File: config.mk
export PLATFORM = sky130hd
export DESIGN_NAME = shift_add_mult
export DESIGN_NICKNAME = d
export VERILOG_FILES = /design/src/rtl/shift_add_mult.sv
export SDC_FILE = /design/constraint.sdc
export NUM_CORES = 1
export LEC_CHECK = 0
export BUFFER_PORTS_ARGS = -buffer_cell sky130_fd_sc_hd__buf_4
export CAP_MARGIN = 20
export CORE_ASPECT_RATIO = 1.4
export CORE_MARGIN = 2
export CORE_UTILIZATION = 47
export DETAILED_ROUTE_END_ITERATION = 12
export PLACE_DENSITY = 0.87
export SLEW_MARGIN = 25
export SYNTH_ARGS = -nofsm -noshare
export SYNTH_HDL_FRONTEND = slang
export SYNTH_SLANG_ARGS = --single-unit
File: constraint.sdc
create_clock -name clock -period 1.3 [get_ports clock]
set_clock_uncertainty 0.05 [all_clocks]
set_input_delay 0.26 -clock clock [delete_from_list [all_inputs] [get_ports clock]]
set_output_delay 0.26 -clock clock [all_outputs]
set_load 0.02 [all_outputs]
File: src/rtl/shift_add_mult.sv
// Sequential unsigned WIDTH x WIDTH shift-and-add multiplier that drives an external
// 2*WIDTH-bit ripple-carry adder and accumulates its sum once per cycle.
module shift_add_mult #(
  parameter int WIDTH = 6
) (
  input  logic                 clock,
  input  logic                 resetn,
  input  logic                 start,
  input  logic [WIDTH-1:0]     multiplicand,
  input  logic [WIDTH-1:0]     multiplier,
  output logic [2*WIDTH-1:0]   add_a,
  output logic [2*WIDTH-1:0]   add_b,
  output logic                 add_cin,
  input  logic [2*WIDTH-1:0]   add_sum,
  input  logic                 add_cout,
  output logic                 busy,
  output logic                 done,
  output logic [2*WIDTH-1:0]   product,
  output logic                 adder_err
);

  localparam int PW = 2 * WIDTH;
  localparam logic [2:0] LAST = 3'(WIDTH - 1);

  typedef enum logic [1:0] {
    IDLE = 2'd0,
    RUN  = 2'd1,
    DONE = 2'd2
  } state_t;

  state_t          state_q, state_d;
  logic [PW-1:0]   acc_q, acc_d;
  logic [PW-1:0]   mcand_q, mcand_d;
  logic [WIDTH-1:0] mplr_q, mplr_d;
  logic [2:0]      count_q, count_d;
  logic [PW-1:0]   product_q, product_d;
  logic            err_q, err_d;

  logic            accept;
  logic            last_step;

  // A new request is taken from IDLE or straight out of DONE (back-to-back).
  assign accept    = start && (state_q != RUN);
  assign last_step = (state_q == RUN) && (count_q == LAST);

  always_ff @(posedge clock or negedge resetn) begin
    if (!resetn) begin
      state_q   <= IDLE;
      acc_q     <= '0;
      mcand_q   <= '0;
      mplr_q    <= '0;
      count_q   <= '0;
      product_q <= '0;
      err_q     <= 1'b0;
    end else begin
      state_q   <= state_d;
      acc_q     <= acc_d;
      mcand_q   <= mcand_d;
      mplr_q    <= mplr_d;
      count_q   <= count_d;
      product_q <= product_d;
      err_q     <= err_d;
    end
  end

  always_comb begin
    state_d = state_q;
    case (state_q)
      IDLE:    state_d = accept ? RUN : IDLE;
      RUN:     state_d = last_step ? DONE : RUN;
      DONE:    state_d = accept ? RUN : IDLE;
      default: state_d = IDLE;
    endcase
  end

  always_comb begin
    acc_d     = acc_q;
    mcand_d   = mcand_q;
    mplr_d    = mplr_q;
    count_d   = count_q;
    product_d = product_q;
    err_d     = err_q;
    if (accept) begin
      acc_d   = '0;
      mcand_d = {{WIDTH{1'b0}}, multiplicand};
      mplr_d  = multiplier;
      count_d = '0;
      err_d   = 1'b0;
    end else if (state_q == RUN) begin
      acc_d   = add_sum;
      mcand_d = mcand_q << 1;
      mplr_d  = mplr_q >> 1;
      count_d = count_q + 3'd1;
      // A correct adder never carries out here, so any carry marks a faulty adder.
      if (add_cout) err_d = 1'b1;
      if (last_step) product_d = add_sum;
    end
  end

  always_comb begin
    busy    = (state_q == RUN);
    done    = (state_q == DONE);
    add_cin = 1'b0;
    add_a   = busy ? acc_q : '0;
    add_b   = (busy && mplr_q[0]) ? mcand_q : '0;
  end

  assign product   = product_q;
  assign adder_err = err_q;

endmodule

==> results by group, run 1 <==
Worst setup path
  – R2R Path Start: state_q[1]$_DFF_PN0_
  – R2r worst-path depth: 5
  – R2r setup slk: -0.23 ns
  – Worst setup path class: reg -> out
  – Worst setup SP type: register
  – Worst Path Arrival: between 1 and 1.5 ns
  – CP Depth: 4
  – Slowest CP cell: dfrtp_1
  – CP delay by family, top: simple AND/OR/NAND/NOR gates
  – Worst Path Buf+Inv: 2
  – Critical R2R Capture: mcand_q[11]$_DFFE_PN0P_
  – Req. time, crit path: around 0.99 ns
  – CP Max Fanout: 7
  – Crit-path cells: nand2b_4 > inv_8 > and3_1 > buf_6
  – CP peak stage delay: 0.39 ns
  – Element type at the critical path end: output port

Clocking
  – Clk buf depth: 2
  – Total CTS buffers: 5
  – CTS root buf: clkbuf_8
  – Clock latency at the later pin of the worst-skew pair: approximately 0.29 ns
  – Clock transition at path regs: 0.08 ns
  – H-Tree Depth: 2
  – CTS tree: yes
  – CTS sink cnt: 48

Power
  – Worst VDD drop: between 1 and 1.5 mV
  – P_sw: 2960 uW
  – Gate power share: 0.580
  – Leak: between 0.0015 and 0.002 uW
  – Clock share of power: 0.122
  – Cell Int Power: around 5600 uW
  – Flop pwr share: 0.299
  – Cell area power density: about 2400 nW/um^2
  – Net Sw Frac: 0.345

Place
  – DP HPWL: ~3300 um
  – IO buf count: between 60 and 70
  – Placed inst area: 3080 um^2
  – Placer Congestion: ~0.75

Yosys
  – Synth warn: 0
  – Post-Syn Area: ~2400 um^2
  – Synthesis-stage register bit count: 48
  – Synthesized area per cell: about 14 um^2
  – Post-synth ARST share: 1.00
  – Post-synth EDFFs: 0
  – Syn Nets: 208
  – Top FF cell, synth: dfrtp_1
  – Cells after Synth: between 150 and 200
  – Seq/Total Area, Yosys: 0.493
  – Cell variety after synth: 24

Finish
  – Core Util, Final: 0.691
  – Footprint of the multi-input gates: 1240 um^2
  – Layout area overhead: 44.1%
  – Combined flip-flop and latch cell area: roughly 1200 um^2
  – Nets: 293
  – Commonest cells after routing, fill and taps aside: 57 x buf_4, 48 x dfrtp_1, 35 x mux2_4
  – Fill count: approximately 370
  – Commonest non-fill, non-tap cell in the layout: buf_4
  – Layout cells sized above 1: 0.648
  – Cell area after layout: roughly 3500 um^2
  – Number of diodes: 0

GRT
  – GRT overflow: 0
  – Largest net degree at the start of global routing: 23
  – Total track usage: 0.183
  – First-pass GRT wire length: 8220 um
  – Vias in the first global route: 1741
  – Initial antenna violation count: 0

Floorplanning
  – Core Footprint: between 5000 and 6000 um^2
  – Die Y: approximately 89 um
  – Std-Cell Rows: 31
  – Io pins: between 60 and 70
  – Die area: 5780 um^2
  – Initial core utilization: 0.479
  – Die X: 64.8 um

Routing
  – TritonRoute pass-1 iters: 3
  – Remaining DRCs: 0
  – Iteration-0 DRC count of the detailed router: 80
  – DRT antenna net count: 0
  – Routed wire per std cell: 15.6 um
  – Total Wirelength: just over 5000 um
  – Vias per cell: between 5 and 6
  – Vias: between 1500 and 2000

Min path
  – Endpoint, Worst Hold: acc_q[8]$_DFFE_PN0P_
  – Hold Path Stages: 2
  – Hold/Removal Path Class: in -> reg
  – Worst hold start: add_sum[8]

STA
  – Hold_ws: roughly 0.14 ns
  – Max-slew violations: 0
  – # setup viols final: 68
  – Final Hold Fails: 0
  – FMAX: 0.614 GHz
  – RSZ-0062 raised after global routing: yes
  – Worst Setup Slack, final: -0.328 ns
  – Final worst-path cycle share: 1.25
  – Tmin final: 1.63 ns

Job
  – Max cap viols: 0

Status
  – Status: finished with violations
  – Failing checks: setup timing
[worst register-to-register path, delay by kind of cell (launching register included)]
kind          cells  cell delay [ns]
mux               1             0.30
simple gates      1             0.22
flops             1             0.39
buf+inv           3             0.46
[how the worst max path moves through the flow]
stage	start	end	slack [ns]
2_1_floorplan	count_q[1]$_DFFE_PN0P_	product[9]$_DFFE_PN0P_	-0.06
3_3_place_gp	count_q[1]$_DFFE_PN0P_	product[9]$_DFFE_PN0P_	-0.10
3_5_place_dp	count_q[1]$_DFFE_PN0P_	product[9]$_DFFE_PN0P_	-0.14
4_1_cts	state_q[1]$_DFF_PN0_	add_b[1]	-0.30
5_1_grt	state_q[1]$_DFF_PN0_	add_b[2]	-0.38
6_report	state_q[1]$_DFF_PN0_	add_b[2]	-0.33
[final cells by class]
cell class	instances	share of cell area
clock inverters	2	0.00998
repair inverters	2	0.00499
repair buffers	88	0.238
well taps	66	0.0235
multi-input cells	114	0.354
flip-flops and latches	48	0.342
inverters	4	0.00641
clock buffers	6	0.0207
[cells in the mapped netlist, drive strengths merged (2+ instances only)]
library cell / n / share of area
mux2: 51 / 0.28
and2: 12 / 0.031
inv: 4 / 0.0062
ha: 2 / 0.010
nor2: 3 / 0.0046
and3: 12 / 0.031
buf: 11 / 0.041
dfrtp: 48 / 0.49
nor2b: 16 / 0.041
and2b: 3 / 0.0092
mux2i: 5 / 0.021
nand2b: 4 / 0.010
clkbuf: 2 / 0.0031
[registers in the layout (all words and copies together) (netlist names)]
signal and count:
state_q 2, mplr_q 6, mcand_q 12, acc_q 12, adder_err 1, product 12, count_q 3
[layer usage]
metal  share of wire  vias up  global-route usage
met1            0.38      842               0.219
met3           0.044        6              0.0365
met2            0.56       42               0.333
met5               0        -                   0
met4           0.013        0              0.0561
li1                -      775                   -
[kinds of logic (layout without fill, tap and decap cells)]
family,after synthesis,in the layout,synth area share
multiplexers,56,56,0.304
AND/OR/NAND/NOR,51,52,0.133
flip-flops,48,48,0.493
buffers and inverters,17,102,0.0498
adder cells (fa/ha/maj),2,2,0.0103
AO/OA/AOI/OAI,2,2,0.00462
other,1,1,0.00154
XOR/XNOR,1,1,0.00360
[stage by stage]
step	worst slack, ns	cells	setup TNS, ns	power, uW
floorplan	-0.0606	178	-1.11	5400
CTS	-0.302	325	-9.96	8320
global route	-0.376	330	-17.19	9070
detailed placement	-0.143	309	-4.53	6540
finish	-0.328	330	-14.49	8580
global placement	-0.101	309	-3.11	6450
[power groups by stage]
stage / Sequential (uW) / Combinational, uW / Clock [uW]
after global placement: 2530 / 3920 / 0
after floorplan: 2710 / 2690 / 0
after CTS: 2550 / 4700 / 1070
after detailed placement: 2540 / 4000 / 0
final: 2560 / 4970 / 1040
after global routing: 2660 / 5290 / 1120
[repair_timing]
| action | 4_1_cts | 5_1_grt |
|---|---|---|
| endpoints found under the setup margin | 64 | 70 |
| pin swaps | 1 | 2 |
| resized for setup | 34 | 14 |
| hold buffers | 1 | 0 |
| buffers inserted | 5 | 3 |
| cloned | 3 | 2 |
| endpoints found under the hold margin | 15 | 0 |
(Power assumes the default switching activity.)
==> inputs of run 2 (changes only) <==
- ABC_AREA: default -> 1
- CORE_UTILIZATION: 47 -> 45
- PLACE_DENSITY: 0.87 -> 0.86
==> run 2 against run 1 <==
The flow still finishes with violations (setup timing). Non-clock buffer count increased by 9. Largest cell class is now registers. Critical endpoint is now add_a[2]. Sequential share of layout area decreased by 1.4 points. Worst hold slack got worse by 0.023 ns. Synthesized area decreased by 12%.
==> results by group, run 2 <==
Power
  – Flop pwr share: 0.272 (-0.027)
  – Worst VDD drop: 1.61 mV (+17%)
  – Gate power share: 0.605 (+0.025)
  – Cell Int Power: 5490 uW (-2.2%)
  – Net Sw Frac: 0.416 (+0.0708)
  – P_sw: 3920 uW (+32%)
  – Cell area power density: 2570 nW/um^2 (+5.0%)
  – Total power: 9410 uW (+9.6%)
  – Leak: 0.00180 uW (+0.13%)
  – Clock share of power: 0.123 (about the same)

Yosys
  – Cell variety after synth: 17 (-29%)
  – Post-Syn Area: 2150 um^2 (-12%)
  – Synth top cells by count: 48 x dfrtp_1, 45 x inv_1, 40 x nand2_1
  – Synthesis-stage register bit count: 48 (unchanged)
  – Cells after Synth: 244 (+37%)
  – Post-synth ARST share: 1.00 (unchanged)
  – Largest cells by area after synthesis: dfrtp_1 56%, inv_1 7.9%, nand3_1 7.2%
  – Top-area cell type share of the netlist area: 0.559 (+0.0664)
  – Synth warn: 0 (unchanged)
  – Most common cell in the netlist: dfrtp_1
  – Top FF cell, synth: dfrtp_1
  – Syn Nets: 274 (+32%)
  – Seq/Total Area, Yosys: 0.559 (+0.0664)
  – Post-synth EDFFs: 0 (unchanged)
  – Synthesized area per cell: 8.80 um^2 (-36%)
  – Largest area contributor in the synthesized netlist: dfrtp_1

STA
  – Final Hold Fails: 0 (unchanged)
  – Tmin final: 1.65 ns (+0.0259 ns)
  – Hold_ws: 0.117 ns (-0.0226 ns)
  – Final worst-path cycle share: 1.27 (+0.0199)
  – FMAX: 0.605 GHz (-1.6%)
  – # setup viols final: 49 (-28%)
  – Slew margin rel.: 0.591
  – Slew @ Worst Pin: 0.613 ns
  – Worst Setup Slack, final: -0.354 ns (-0.0259 ns)
  – RSZ-0062 raised after global routing: yes
  – Max-slew violations: 0 (unchanged)

GRT
  – GRT overflow: 0 (unchanged)
  – Initial antenna violation count: 0 (unchanged)
  – Largest net degree at the start of global routing: 49 (+110%)
  – First-pass GRT wire length: 8400 um (+2.1%)
  – Vias in the first global route: 1850 (+6.3%)
  – Total track usage: 0.198 (+0.0147)

Worst setup path
  – R2R Path Start: state_q[0]$_DFF_PN0_
  – Element type at the critical path end: output port
  – Worst setup SP type: register
  – Worst setup path start: state_q[1]$_DFF_PN0_
  – CP Max Fanout: 6 (-1)
  – Worst Path Arrival: 1.34 ns (+0.02 ns)
  – Req. time, crit path: 0.99 ns (about the same)
  – Worst setup path class: reg -> out

Status
  – Status: finished with violations
  – Failing checks: setup timing

Clocking
  – Clk buf depth: 2 (unchanged)
  – H-Tree Depth: 2 (unchanged)
  – CTS tree: yes
  – Clock latency at the later pin of the worst-skew pair: 0.29 ns (about the same)
  – Clock transition at path regs: 0.09 ns (about the same)
  – CTS sink cnt: 48 (unchanged)
  – Total CTS buffers: 5 (unchanged)
  – CTS root buf: clkbuf_8

Place
  – IO buf count: 66 (unchanged)
  – Placer Congestion: 0.741 (-0.91%)
  – Post-Place Setup Slack: -0.0580 ns (+0.0847 ns)
  – DP HPWL: 3430 um (+5.0%)

Finish
  – Nets: 364 (+24%)
  – Commonest cells after routing, fill and taps aside: 49 x buf_4, 48 x dfrtp_1, 41 x inv_1
  – Number of diodes: 0 (unchanged)
  – Commonest non-fill, non-tap cell in the layout: buf_4
  – Layout cells sized above 1: 0.543 (-0.104)
  – Layout area overhead: 70.7%

Routing
  – DRT antenna net count: 0 (unchanged)
  – Vias: 2052 (+23%)
  – Total Wirelength: 6320 um (+23%)
  – Routed wire per std cell: 15.9 um (+2.3%)
  – TritonRoute pass-1 iters: 4 (+1)
  – Iteration-0 DRC count of the detailed router: 79 (-1.3%)
  – Vias per cell: 5.17 (+2.4%)
  – Remaining DRCs: 0 (unchanged)

Min path
  – Worst hold start: multiplicand[0]
  – Hold/Removal Path Class: in -> reg

Floorplanning
  – Core Footprint: 4570 um^2 (-10%)
  – Initial core utilization: 0.470 (-0.00982)
  – Die area: 5350 um^2 (-7.5%)
  – Io pins: 68 (unchanged)
  – Std-Cell Rows: 29 (-6.5%)
  – Die X: 62.4 um (-3.8%)
  – Die Y: 85.7 um (-3.9%)

Job
  – Max cap viols: 0 (unchanged)
[run 2: cell types whose count changed after synthesis, moves of 19 or more]
cell     delta
inv_1      +42
mux2_4     -31
nand2_1    +40
nand3_1    +31
nor2_1     +23
o22ai_1    +19
[run 2: cells by family after synthesis]
logic type      after synthesis  share of synthesized area
flops                        48                      0.559
compound gates               33                      0.110
buf+inv                      60                      0.119
simple gates                100                      0.199
other cells                   1                    0.00175
fa+ha+maj                     2                     0.0117
[run 2: power by group through the flow]
stage                     clock [uW]  sequential (uW)  combinational [uW]
after floorplan                    0             2690                2150
after global placement             0             2470                3670
after detailed placement           0             2510                3790
after CTS                       1180             2500                4310
after global routing            1220             2620                6010
final                           1160             2560                5690
[run 2: layer usage]
metal  track usage  share of wire
met5             0              0
met4        0.0505          0.012
met1         0.233           0.36
met2         0.371           0.58
met3        0.0394          0.046
[run 2: worst max-delay path, cell delays in order, from the launching register on]
cell       delay [ns]
dfrtp_1          0.43
inv_2            0.13
nand2_8          0.08
clkbuf_16        0.18
nor2_4           0.10
buf_6            0.13
[run 2: layout make-up]
type                       count  area (um^2)
clock buffer                   7         96.3
tap                           62         77.6
inverter                      46          175
clock inverter                 1         30.0
multi-input combinational    136         1040
sequential                    48         1200
fill                         271          907
timing repair buffer          97         1040
[run 2: path summary, 6_finish.rpt]
path / endpoint / slack [ns] / depth (start not counted)
setup / recovery: add_a[2] / -0.35 / 5
hold / removal: mcand_q[0]$_DFFE_PN0P_ / 0.12 / 3
setup reg to reg: product[6]$_DFFE_PN0P_ / -0.24 / 10
hold reg to reg: adder_err$_DFFE_PN0P_ / 0.43 / 2
max in group asynchronous: acc_q[11]$_DFFE_PN0P_ / 0.31 / 2
min in group asynchronous: product[7]$_DFFE_PN0P_ / 0.46 / 2
[run 2: timing repair]
action / in CTS / in global routing
setup buffers: 4 / 8
pin swaps: 0 / 12
setup endpoints to repair: 57 / 58
hold endpoints to repair: 48 / 0
gates cloned: 3 / 5
hold buffers: 1 / 0
resized for setup: 43 / 78
[run 2: per-stage QoR]
stage	TNS (ns)	std cells	area, um^2	util
floorplan	-0.415	244	2230	-
global placement	-0.00829	371	2850	0.623
detailed placement	-0.893	371	2850	0.623
CTS	-8.70	387	3220	0.704
global route	-14.14	397	3660	0.802
finish	-11.14	397	3660	0.802
==> inputs of run 3 (changes only) <==
- PLACE_DENSITY: 0.86 -> 0.73
==> run 3 against run 2 <==
The flow still finishes with violations (setup timing). Sequential share of layout area shrank 0.47 points. Power increased by 1.4%. Critical path depth is the same. Non-clock buffer count grew 2. Die area is the same. Via count up 0.19%. Global-route usage is 1.5 points higher. Clock-buffer cell count decreased by 1. Worst hold slack got worse by 0.011 ns. Final area increased by 1.5%. Fmax up 0.40%. Core utilization rose by 1.2 points. Largest power group unchanged.
==> results by group, run 3 (same netlist as run 2, synthesis figures left out) <==
Floorplanning
  – Core Footprint: 4570 um^2 (unchanged)
  – Std-Cell Rows: 29 (unchanged)
  – Io pins: 68 (unchanged)
  – Die X: 62.4 um (unchanged)
  – Initial core utilization: 0.470 (unchanged)
  – Die area: 5350 um^2 (unchanged)
  – Die Y: 85.7 um (unchanged)

Clocking
  – Clock latency at the later pin of the worst-skew pair: 0.30 ns (about the same)
  – CTS root buf: clkbuf_8
  – CTS tree: yes
  – H-Tree Depth: 2 (unchanged)
  – CTS sink cnt: 48 (unchanged)
  – Clk buf depth: 2 (unchanged)
  – Total CTS buffers: 5 (unchanged)
  – Clock transition at path regs: 0.09 ns (about the same)

Worst setup path
  – Worst Path Buf+Inv: 2 (-1)
  – Slowest CP cell: dfrtp_1
  – Crit-path cells: nor2_4 > nand2_4 > buf_16 > nor2_4 > buf_6
  – Worst Path Arrival: 1.34 ns (about the same)
  – R2r setup slk: -0.09 ns (+0.15 ns)
  – CP delay by family, top: flip-flops
  – Req. time, crit path: 0.99 ns (about the same)
  – Element type at the critical path end: output port
  – CP Max Fanout: 4 (-2)
  – Most frequent CP cell: nor2_4
  – Worst setup SP type: register
  – Worst setup path class: reg -> out
  – CP peak stage delay: 0.43 ns (about the same)

GRT
  – Largest net degree at the start of global routing: 49 (unchanged)
  – Vias in the first global route: 1945 (+5.1%)
  – Initial antenna violation count: 0 (unchanged)
  – First-pass GRT wire length: 8960 um (+6.7%)
  – GRT overflow: 0 (unchanged)
  – Total track usage: 0.213 (+0.0147)

Routing
  – Total Wirelength: 6560 um (+3.8%)
  – Vias per cell: 5.15 (-0.31%)
  – Top layer reached by signal wires: met4
  – WL met2: 3790 um (+3.5%)
  – Vias: 2056 (+0.19%)
  – M1 wire length: 2230 um (-2.5%)
  – Remaining DRCs: 0 (unchanged)
  – Routed wire per std cell: 16.4 um (+3.3%)
  – TritonRoute pass-1 iters: 4 (unchanged)
  – DRT antenna net count: 0 (unchanged)
  – Iteration-0 DRC count of the detailed router: 87 (+10%)
  – Met3 routed WL: 326 um (+12%)

Place
  – IO buf count: 66 (unchanged)
  – DP HPWL: 3350 um (-2.4%)
  – Placer Congestion: 0.732 (-1.2%)
  – Post-Place Setup Slack: -0.0499 ns (+0.00808 ns)
  – DP Cell Count: 374 (+0.81%)

Status
  – Status: finished with violations
  – Failing checks: setup timing

Finish
  – Layout cells sized above 1: 0.513 (-0.0299)
  – Commonest non-fill, non-tap cell in the layout: dfrtp_1
  – Commonest cells after routing, fill and taps aside: 48 x dfrtp_1, 47 x buf_4, 41 x inv_1
  – Nets: 366 (+0.55%)
  – Number of diodes: 0 (unchanged)
  – Non-filler cells, final: 399 (+0.50%)
  – Layout area overhead: 73.2%
  – Core Util, Final: 0.813 (+0.0118)

Power
  – Cell Int Power: 5550 uW (+1.1%)
  – Gate power share: 0.617 (+0.012)
  – Clock share of power: 0.119 (-0.004)
  – Worst VDD drop: 1.55 mV (-3.7%)
  – Leak: 0.00182 uW (+0.93%)
  – P_sw: 3990 uW (+2.0%)
  – Net Sw Frac: 0.418 (+0.00211)
  – Cell area power density: 2570 nW/um^2 (about the same)
  – Flop pwr share: 0.263 (-0.009)

STA
  – Final worst-path cycle share: 1.27 (-0.00503)
  – Final Hold Fails: 0 (unchanged)
  – Worst Setup Slack, final: -0.348 ns (+0.00654 ns)
  – # setup viols final: 59 (+20%)
  – RSZ-0062 raised after global routing: yes
  – Tmin final: 1.65 ns (-0.00654 ns)
  – FMAX: 0.607 GHz (+0.40%)
  – Max-slew violations: 0 (unchanged)
  – Setup_tns: -9.88 ns (+1.26 ns)

Min path
  – Hold/Removal Path Class: in -> reg

Job
  – Max cap viols: 0 (unchanged)
[run 3: cell count changes in the layout (fill, tap and decap cells not counted), sizes merged]
cell,change
buf,+4
clkinv,+1
clkbuf,-3
[run 3: cell type report]
cell class | count | area [um^2]
flip-flops and latches | 48 | 1200
repair buffers | 99 | 1100
multi-input cells | 136 | 1050
fillers | 285 | 853
inverters | 46 | 175
clock buffers | 6 | 82.6
well taps | 62 | 77.6
clock inverters | 2 | 38.8
[run 3: path summary, 6_finish.rpt]
kind,startpoint,to,cells past startpoint
worst max-delay path,state_q[1]$_DFF_PN0_,add_b[9],5
min in group asynchronous,resetn,acc_q[10]$_DFFE_PN0P_,3
max in group asynchronous,resetn,acc_q[7]$_DFFE_PN0P_,3
worst min-delay path,add_cout,adder_err$_DFFE_PN0P_,3
worst max register to register,state_q[1]$_DFF_PN0_,product[8]$_DFFE_PN0P_,7
worst min register to register,adder_err$_DFFE_PN0P_,adder_err$_DFFE_PN0P_,2
[run 3: routing by layer]
metal / track usage / vias to the layer above
met5: 0 / -
met4: 0.0848 / 0
met3: 0.0354 / 17
met2: 0.394 / 89
met1: 0.244 / 1003
li1: - / 947
[run 3: through the flow]
stage | total power (uW) | cell area (um^2) | hold slack, ns
after floorplan | 4840 | 2230 | -0.0856
after global placement | 6320 | 2910 | 0.199
after detailed placement | 6430 | 2910 | 0.199
after CTS | 8640 | 3390 | 0.106
after global routing | 10000 | 3720 | 0.120
final | 9550 | 3720 | 0.106
[run 3: worst reg2reg max path: stages (launching register included)]
cell     delay [ns]
dfrtp_1        0.43
nor2_4         0.15
buf_4          0.15
buf_12         0.14
nand2_8        0.07
buf_12         0.15
nand2_1        0.09
o21ai_2        0.06
[run 3: power by group through the flow]
| stage | Combinational (uW) | Sequential (uW) | Clock, uW |
|---|---|---|---|
| after detailed placement | 3930 | 2500 | 0 |
| final | 5890 | 2510 | 1140 |
| after global placement | 3850 | 2470 | 0 |
| after global routing | 6240 | 2590 | 1220 |
| after CTS | 5010 | 2480 | 1150 |
| after floorplan | 2150 | 2690 | 0 |
[run 3: timing repair]
action,4_1_cts,5_1_grt
setup buffers,6,7
pin swaps,2,4
endpoints found under the setup margin,34,71
gates cloned,3,4
hold buffers,1,0
resized for setup,56,54
hold endpoints to repair,48,0
